==> src/rtl/decim_pkg.sv <==
`default_nettype none
// ---------------------------------------------------------------------------
// decim_pkg - shared types and oversampling-ratio clamp for decim_ctrl
// Rev 1.0
// ---------------------------------------------------------------------------
package decim_pkg;

  localparam int CNT_W_DEFAULT = 12;

  typedef enum logic [1:0] {
    ST_IDLE   = 2'd0,
    ST_SETTLE = 2'd1,
    ST_RUN    = 2'd2
  } state_t;

  // Largest usable log2 window: the all-ones count 2^eff must still fit CNT_W bits.
  function automatic logic [3:0] osr_limit(input int cnt_w);
    return 4'(cnt_w - 1);
  endfunction

  function automatic logic [3:0] clamp_osr(input logic [3:0] osr, input logic [3:0] lim);
    if (osr == 4'd0) return 4'd1;
    if (osr > lim)   return lim;
    return osr;
  endfunction

endpackage
`default_nettype wire

==> src/rtl/decim_fifo.sv <==
`default_nettype none
// ---------------------------------------------------------------------------
// decim_fifo - synchronous first-word-fall-through FIFO, head word is 0 when empty
// Rev 1.0
// ---------------------------------------------------------------------------
module decim_fifo #(
  parameter int DATA_W     = 16,
  parameter int FIFO_DEPTH = 4
) (
  input  logic              clk,
  input  logic              rst_n,
  input  logic              push,
  input  logic              pop,
  input  logic [DATA_W-1:0] wdata,
  output logic [DATA_W-1:0] rdata,
  output logic              full,
  output logic              empty
);

  localparam int AW = $clog2(FIFO_DEPTH);

  logic [DATA_W-1:0] mem [FIFO_DEPTH];
  logic [AW:0]       wptr;
  logic [AW:0]       rptr;
  logic              do_push;
  logic              do_pop;

  assign empty   = (wptr == rptr);
  assign full    = (wptr[AW] != rptr[AW]) && (wptr[AW-1:0] == rptr[AW-1:0]);
  assign do_pop  = pop && !empty;
  // A pop frees the slot in the same cycle, so a full FIFO still accepts a push.
  assign do_push = push && (!full || do_pop);
  assign rdata   = empty ? '0 : mem[rptr[AW-1:0]];

  always_ff @(posedge clk) begin
    if (!rst_n) begin
      wptr <= '0;
      rptr <= '0;
    end else begin
      if (do_push) wptr <= wptr + (AW+1)'(1);
      if (do_pop)  rptr <= rptr + (AW+1)'(1);
    end
  end

  always_ff @(posedge clk) begin
    if (do_push) mem[wptr[AW-1:0]] <= wdata;
  end

endmodule
`default_nettype wire

==> src/rtl/decim_ctrl.sv <==
`default_nettype none
// ---------------------------------------------------------------------------
// decim_ctrl - sigma-delta window counter with settle sequencing and result FIFO
// Rev 1.0
// ---------------------------------------------------------------------------
module decim_ctrl
  import decim_pkg::*;
#(
  parameter int CNT_W      = CNT_W_DEFAULT,
  parameter int DATA_W     = 16,
  parameter int FIFO_DEPTH = 4
) (
  input  logic              clk,
  input  logic              rst_n,
  input  logic              en,
  input  logic [3:0]        osr_log2,
  input  logic [3:0]        settle,
  input  logic              stream_in,
  output logic [DATA_W-1:0] out_data,
  output logic              out_valid,
  input  logic              out_ready,
  output logic              busy,
  output logic              ovf,
  input  logic              ovf_clr
);

  localparam logic [3:0] OSR_LIM = osr_limit(CNT_W);

  state_t           state;
  state_t           state_nxt;
  logic [3:0]       eff;
  logic [3:0]       settle_cnt;
  logic [CNT_W-1:0] cnt;
  logic [CNT_W-1:0] acc;
  logic [CNT_W-1:0] win_last;
  logic [CNT_W-1:0] result;
  logic             win_end;
  logic             push;
  logic             drop;
  logic             full;
  logic             empty;

  assign win_last = (CNT_W'(1) << eff) - CNT_W'(1);
  assign win_end  = (cnt == win_last);
  assign result   = acc + CNT_W'(stream_in);
  assign busy     = (state != ST_IDLE);
  assign out_valid = !empty;
  // Full implies non-empty, so out_ready alone decides whether a slot frees up.
  assign drop     = push && full && !out_ready;

  always_comb begin
    state_nxt = state;
    push      = 1'b0;
    case (state)
      ST_IDLE: begin
        if (en) state_nxt = (settle != 4'd0) ? ST_SETTLE : ST_RUN;
      end
      ST_SETTLE: begin
        if (!en)                                    state_nxt = ST_IDLE;
        else if (win_end && (settle_cnt == 4'd1))   state_nxt = ST_RUN;
      end
      ST_RUN: begin
        if (!en)          state_nxt = ST_IDLE;
        else if (win_end) push = 1'b1;
      end
      default: state_nxt = ST_IDLE;
    endcase
  end

  always_ff @(posedge clk) begin
    if (!rst_n) begin
      state      <= ST_IDLE;
      eff        <= 4'd1;
      settle_cnt <= 4'd0;
      cnt        <= '0;
      acc        <= '0;
      ovf        <= 1'b0;
    end else begin
      state <= state_nxt;
      if (state == ST_IDLE && en) begin
        eff        <= clamp_osr(osr_log2, OSR_LIM);
        settle_cnt <= settle;
      end
      // Idle or an aborted run discards the partial window.
      if (state == ST_IDLE || !en) begin
        cnt <= '0;
        acc <= '0;
      end else if (win_end) begin
        cnt <= '0;
        acc <= '0;
        if (state == ST_SETTLE) settle_cnt <= settle_cnt - 4'd1;
      end else begin
        cnt <= cnt + CNT_W'(1);
        acc <= result;
      end
      if (drop)         ovf <= 1'b1;
      else if (ovf_clr) ovf <= 1'b0;
    end
  end

  decim_fifo #(
    .DATA_W     (DATA_W),
    .FIFO_DEPTH (FIFO_DEPTH)
  ) u_fifo (
    .clk   (clk),
    .rst_n (rst_n),
    .push  (push),
    .pop   (out_ready),
    .wdata (DATA_W'(result)),
    .rdata (out_data),
    .full  (full),
    .empty (empty)
  );

endmodule
`default_nettype wire

==> config.mk <==
export PLATFORM = sky130hd
export DESIGN_NAME = decim_ctrl
export DESIGN_NICKNAME = d
export VERILOG_FILES = /design/src/rtl/decim_pkg.sv /design/src/rtl/decim_fifo.sv /design/src/rtl/decim_ctrl.sv
export SDC_FILE = /design/constraint.sdc
export NUM_CORES = 1
export LEC_CHECK = 0
export ABC_AREA = 1
export CELL_PAD_IN_SITES_DETAIL_PLACEMENT = 1
export CELL_PAD_IN_SITES_GLOBAL_PLACEMENT = 1
export CORE_MARGIN = 2
export CORE_UTILIZATION = 44
export CTS_CLUSTER_DIAMETER = 30
export DETAILED_ROUTE_END_ITERATION = 12
export PLACE_DENSITY = 0.91
export SYNTH_ARGS = -nofsm -noshare
export SYNTH_HDL_FRONTEND = slang
export SYNTH_SLANG_ARGS = --single-unit
==> constraint.sdc <==
create_clock -name clk -period 3.05 [get_ports clk]
set_input_delay 0.61 -clock clk [delete_from_list [all_inputs] [get_ports clk]]
set_output_delay 0.61 -clock clk [all_outputs]
set_load 0.01 [all_outputs]
* Word-level counts from Yosys, hierarchy flattened
Memories as Yosys holds them, arrays and structs flattened. A register that Yosys moved wholly into a read port is not among the register bits.
Index checks and enable logic that the tools add are counted.
** Storage, ports and cells
- Register bits after elaboration :: 41
- Memory bits (writable) :: 48
- Input bits :: 14
- Logic and storage cells :: 79
- Memories kept :: 1
** Operators by class
- Add/subtract/negate cells :: 6
- Magnitude comparators :: 1
- Eq/ne operators :: 10
- Shift-type cells :: 1
- Multiplexer cells :: 31
- Bitwise operators :: 1
- Reductions and logical operators :: 20
** Memory list
- u_fifo.mem :: words 4, width 12, rd ports 1, clocked after memory_dff 1, write ports 1, RTL line decim_fifo.sv:22 : logic [DATA_W-1:0] mem [FIFO_DEPTH];
** Operators by type and width (count)
- two-way mux 4 bit :: 8
- two-way mux 16 bit :: 1
- two-way mux 1 bit :: 14
- two-way mux 2 bit :: 7
- adder 12 x 1 -> 12 bit :: 1
- adder 12 x 1 -> 12 bit (second input constant) :: 1
- == test 12 bit :: 1
- left shift 1 x 4 -> 12 bit (first input constant) :: 1
- subtractor 12 x 2 -> 12 bit (second input constant) :: 1
- logical AND 1 bit :: 7
- adder 3 x 1 -> 3 bit (second input constant) :: 2
- one-hot mux 2 bit (3 select lines) :: 1
- == test 4 x 1 -> 1 bit (second input constant) :: 1
- greater-than comparator 4 bit (second input constant) :: 1
- logical NOT 1 bit :: 4
- logical NOT 4 bit :: 1
- inequality test 2 bit (second input constant) :: 2
- nonzero test 2 bit :: 2
- nonzero test 4 bit :: 1
- subtractor 4 x 1 -> 4 bit (second input constant) :: 1
- == test 3 bit :: 1
- inequality test 3 bit (second input constant) :: 1
- AND reduction 3 bit :: 1
- OR reduction 3 bit :: 1
- other kinds (7) :: 8

* Logic depth before layout (Yosys ltp)
- Depth after elaboration :: 9
- Depth in mapped cells :: 18
- Depth with buffers taken out :: 17

* Modules after synthesis
A second synthesis with hierarchy kept.
** Second synthesis, totals
- Cell total of the unflattened synthesis :: 553
- Area, all modules :: 5083.6 um2
** By module, submodules not included
- decim_fifo :: times used 1, cells an instance 241, area an instance 3000.4 um2, sequential area each 2082.0 um2
- decim_ctrl :: times used 1, cells an instance 312, area an instance 2083.2 um2, sequential area each 700.7 um2

* Least setup slack after synthesis
No wires, ideal clock.
- Path kind :: register -> register
- Start :: register eff[2]
- End :: memory u_fifo.mem[0][0] in the netlist's numbering (enable)
- Arrival time :: 2.220 ns
- Required time :: 2.670 ns
- Slack :: 0.450 ns
- Cell stages (with the launch flop) :: 15
- Path buffers :: 1
- Period minus slack after synthesis :: 2.600 ns
- Path through :: dfxtp_1 > buf_4 > nor2_1 > nand3_1 > ha_1 > inv_1 > nand2_1 > nand2_1 > nor2_2 > nand3_1 > nor2_1 > nand2_1 > nor2_2 > nand4_2 > nor2_1
** Between the ends
- Cells in the longest elaborated chain, start to end :: 9
** RTL lines
- from (decl) :: RTL line decim_ctrl.sv:31 : logic [3:0] eff;
- from (signal assigned) :: RTL line decim_ctrl.sv:81 : eff <= clamp_osr(osr_log2, OSR_LIM);
- left shift 1 x 4 -> 12 bit :: RTL line decim_ctrl.sv:43 : assign win_last = (CNT_W'(1) << eff) - CNT_W'(1);
- subtractor 12 x 2 -> 12 bit :: RTL line decim_ctrl.sv:43
- == test 12 bit :: RTL line decim_ctrl.sv:44 : assign win_end = (cnt == win_last);
- two-way mux 1 bit :: RTL line decim_ctrl.sv:64 : else if (win_end) push = 1'b1;
- two-way mux 1 bit :: RTL line decim_ctrl.sv:63 : if (!en) state_nxt = ST_IDLE;
- two-way mux 1 bit :: RTL line decim_ctrl.sv:54 : case (state)
- logical AND 1 bit :: RTL line decim_fifo.sv:32 : assign do_push = push && (!full || do_pop);
- two-way mux 1 bit :: RTL line decim_fifo.sv:46 : if (do_push) mem[wptr[AW-1:0]] <= wdata;
- two-way mux 1 bit (implied by the code) :: RTL line decim_fifo.sv:46
- to (decl) :: RTL line decim_fifo.sv:22
Every way passes these cells.

* Final worst setup path
- Start :: register u_fifo.wptr[1]
- End :: output port out_data[8]
** Between the ends
- Cells in the longest elaborated chain, start to end :: 2
** RTL lines
- from (decl) :: RTL line decim_fifo.sv:23 : logic [AW:0] wptr;
- from (signal assigned) :: RTL line decim_fifo.sv:40 : if (do_push) wptr <= wptr + (AW+1)'(1);
- == test 3 bit :: RTL line decim_fifo.sv:28 : assign empty = (wptr == rptr);
- two-way mux 16 bit :: RTL line decim_fifo.sv:33 : assign rdata = empty ? '0 : mem[rptr[AW-1:0]];
- to (decl) :: RTL line decim_ctrl.sv:19 : output logic [DATA_W-1:0] out_data,
Every way passes these cells.

==> impl_results.md <==
- Status: finished clean
- Number of flops mapped to enable cells by yosys: between 40 and 50
- Hold_buf cts: 0
- Fin cells: just over 700
- Final setup fails: 0
- Yosys cell types: 36
- Largest net degree at the start of global routing: 25
- R2r setup slk: around 0.35 ns
- Crit share post-route: 93.7%
- Inserted Clock Buffers: 9
- Max Fanout on Critical Path: 14
- R2R Path End: u_fifo.mem[3][10]
- Internal power: about 0.0018 W
- Lkg Pwr: slightly above 2 nW
- Yosys top cell area share: between 30% and 40%
- Clk Latency, worst-skew pair: 0.36 ns
- Initial antenna violation count: 0
- Clock power frac: between 30% and 40%
- Share of cells above drive strength 1: under 10%
- Req. time, crit path: ~2.4 ns
- Slew Viols, Final: 0
- Placeable Area: 9820 µm²
- Synthesized cell area: 4480 µm²
- Antenna Nets Post-Route: 0
- Final Net Count: ~600
- CTS sink count: between 90 and 100
- Layout area overhead: 14.5%
- Crit. End Element: primary output
- Pre-CTS setup slack: about 0.23 ns
- Cells after synthesis: between 500 and 600
- Hold WS: ~0.47 ns
- Max Fclk: 350 MHz
- Actual slew at the worst max-slew pin: 0.491 ns
- Share of power burned in registers: around half
- RSZ-0062 raised after global routing: no
- Pre-antenna DRT Iters: 7
- Drt drc: 0
- Global Route Usage Sum: approximately a fifth
- Setup TNS: 0 ns
- GP Congestion: around 0.84
- ANT cells: 0
- Grt ovf: 0
- Startpoint types: register
- Die ar.: approximately 11000 µm²
- Site row count: 36
- Buffers on Ports: 28
- CP endpoint: out_data[8]
- R2R depth: 12
- Synth top area cells: edfxtp_1 (32%), dfxtp_1 (19%), nand2_1 (9.0%)
- Async set-reset flop share out of synthesis: 0%
- Fin Clk Skew: roughly 0.014 ns
- R2R Path Start: eff[3]
- Final hold violation count: 0
- Min Tclk post-route: approximately 2.9 ns
- Cell area power density: 502 nW/µm²
- Postcts setup bufs: 0
- Sequential-to-total area share from yosys stat: slightly above 50%
- Crit path DAT: approximately 2.3 ns
- Vias per cell: 5.15
- Kind of critical path: register to primary output
- First-pass GRT wire length: 18.5 mm
- Area leader, netlist: edfxtp_1
- Max clock buf depth: 2
- Post-synthesis register bit count: 91
- Combinational group share of total power: 15.0%
- Inst Count DP: approximately 700
- I/O Pins: 33
- Yosys warnings: 0
- Sw Ratio: between 20% and 30%
- Max-cap violations: 0
- Worst hold path type: register to register
- CTS tree: done
- Peak supply drop: between 200 and 300 µV
- Wire length per cell: 15.7 µm
- Vias in the first global route: 3835
- Vias: 3682
- Root Buffer: clkbuf_8
- Clock slew at reported path FFs: 0.10 ns
- H-Tree Depth: 3
- Starting Density: a little under half
- Post-DP HPWL: about 8.4 mm
- Die width: 105 µm
- Psw: approximately 0.00073 W
- Post-Route WL: 11.2 mm
- Critical path startpoint: u_fifo.wptr[1]
- Relative slew slack: between 60% and 70%
- PnR worst setup slack: 0.194 ns
- Starting DRT DRC Count: 147
- Mean Syn Cell Area: between 8 and 9 µm²
- Die H: approximately 100 µm
- Ys flop type: edfxtp_1
[synthesized netlist by cell type, types with 2 or more instances]
cell	instances
a21oi_1	23
buf_4	7
clkbuf_1	8
dfxtp_1	43
edfxtp_1	48
ha_1	11
inv_1	78
inv_2	2
nand2_1	108
nand2_2	3
nand3_1	23
nand4_1	7
nor2_1	99
nor2_2	6
nor3_1	8
nor4_1	2
o21ai_0	19
o21ai_1	4
o32ai_1	12
xnor2_1	2
xor2_1	15
[state kept, by name (all words and copies together), names as in the netlist, named ones only]
| register | flops |
|---|---|
| cnt | 12 |
| state | 2 |
| u_fifo.mem | 48 |
| acc | 12 |
| u_fifo.rptr | 3 |
| ovf | 1 |
| u_fifo.wptr | 3 |
| settle_cnt | 4 |
| eff | 4 |
[stage by stage]
step / instance area (µm²) / power, W / utilization [%]
after floorplan: 4490 / 0.00160 / -
after global routing: 5130 / 0.00270 / 52.2
after global placement: 4910 / 0.00172 / 50.0
after CTS: 5120 / 0.00259 / 52.2
after detailed placement: 4910 / 0.00174 / 50.0
final: 5130 / 0.00257 / 52.2
[power by group through the flow]
| stage | clock network (W) | logic (W) | registers (W) |
|---|---|---|---|
| floorplan | 0 | 0.000267 | 0.00134 |
| global placement | 0 | 0.000359 | 0.00136 |
| detailed placement | 0 | 0.000384 | 0.00136 |
| CTS | 0.000874 | 0.000389 | 0.00133 |
| global route | 0.000924 | 0.000434 | 0.00134 |
| finish | 0.000854 | 0.000387 | 0.00133 |
[cell usage in the layout, fill, tap and decap left out, drive strengths merged, types with 9 or more instances in the layout]
cell type,instances
nand2,111
ha,11
clkbuf,9
nand4,9
buf,10
edfxtp,48
dfxtp,43
a21oi,23
nor2,105
o32ai,12
nand3,24
inv,81
clkdlybuf4s50,28
o21ai,23
xor2,15
[layer usage]
layer	GRT usage, %	vias to the layer above	wire [µm]
met5	0	-	0
met2	39.7	54	6020
met3	2.81	22	239
li1	-	1811	-
met1	24.2	1795	4690
met4	8.48	0	278
[final cells by class]
class | count | area, µm²
Fill cell | 1231 | 4690
Sequential cell | 91 | 2310
Multi-Input combinational cell | 357 | 1790
Timing Repair Buffer | 38 | 355
Inverter | 80 | 300
Tap cell | 133 | 166
Clock buffer | 9 | 124
Clock inverter | 7 | 87.6
[critical path, stage by stage, from the launching register on]
cell and delay, ns:
dfxtp_1 0.37, or2_2 0.31, a21oi_1 0.23, nand2_2 0.27, nand2_1 0.16, inv_1 0.06
clkdlybuf4s50_1 0.48
[what timing repair did]
item | in CTS | in global routing
endpoints found under the hold margin | 0 | 0
gates resized for setup | 1 | 3
setup endpoints to repair | 1 | 45
[worst min path at each step]
stage	from	end	slack [ns]	cells past startpoint
floorplan	cnt[0]	cnt[0]	0.43	1
global placement	cnt[0]	cnt[0]	0.45	1
detailed placement	cnt[0]	cnt[0]	0.45	1
CTS	cnt[0]	cnt[0]	0.47	1
global route	cnt[0]	cnt[0]	0.51	1
finish	cnt[0]	cnt[0]	0.47	1
[cells by family (layout without fill, tap and decap cells)]
| group | Yosys count | in the layout | synth area share (%) |
|---|---|---|---|
| DFF | 91 | 91 | 51.4 |
| other | 1 | 4 | 0.0837 |
| adders and majority gates | 11 | 11 | 3.07 |
| and+or+nand+nor | 265 | 265 | 25.3 |
| xor gates and xnor gates | 17 | 17 | 3.32 |
| AOI/OAI and AO/OA | 60 | 60 | 7.82 |
| buffers and inverters | 98 | 134 | 8.99 |
No activity file was read; power rests on OpenSTA's default activity.
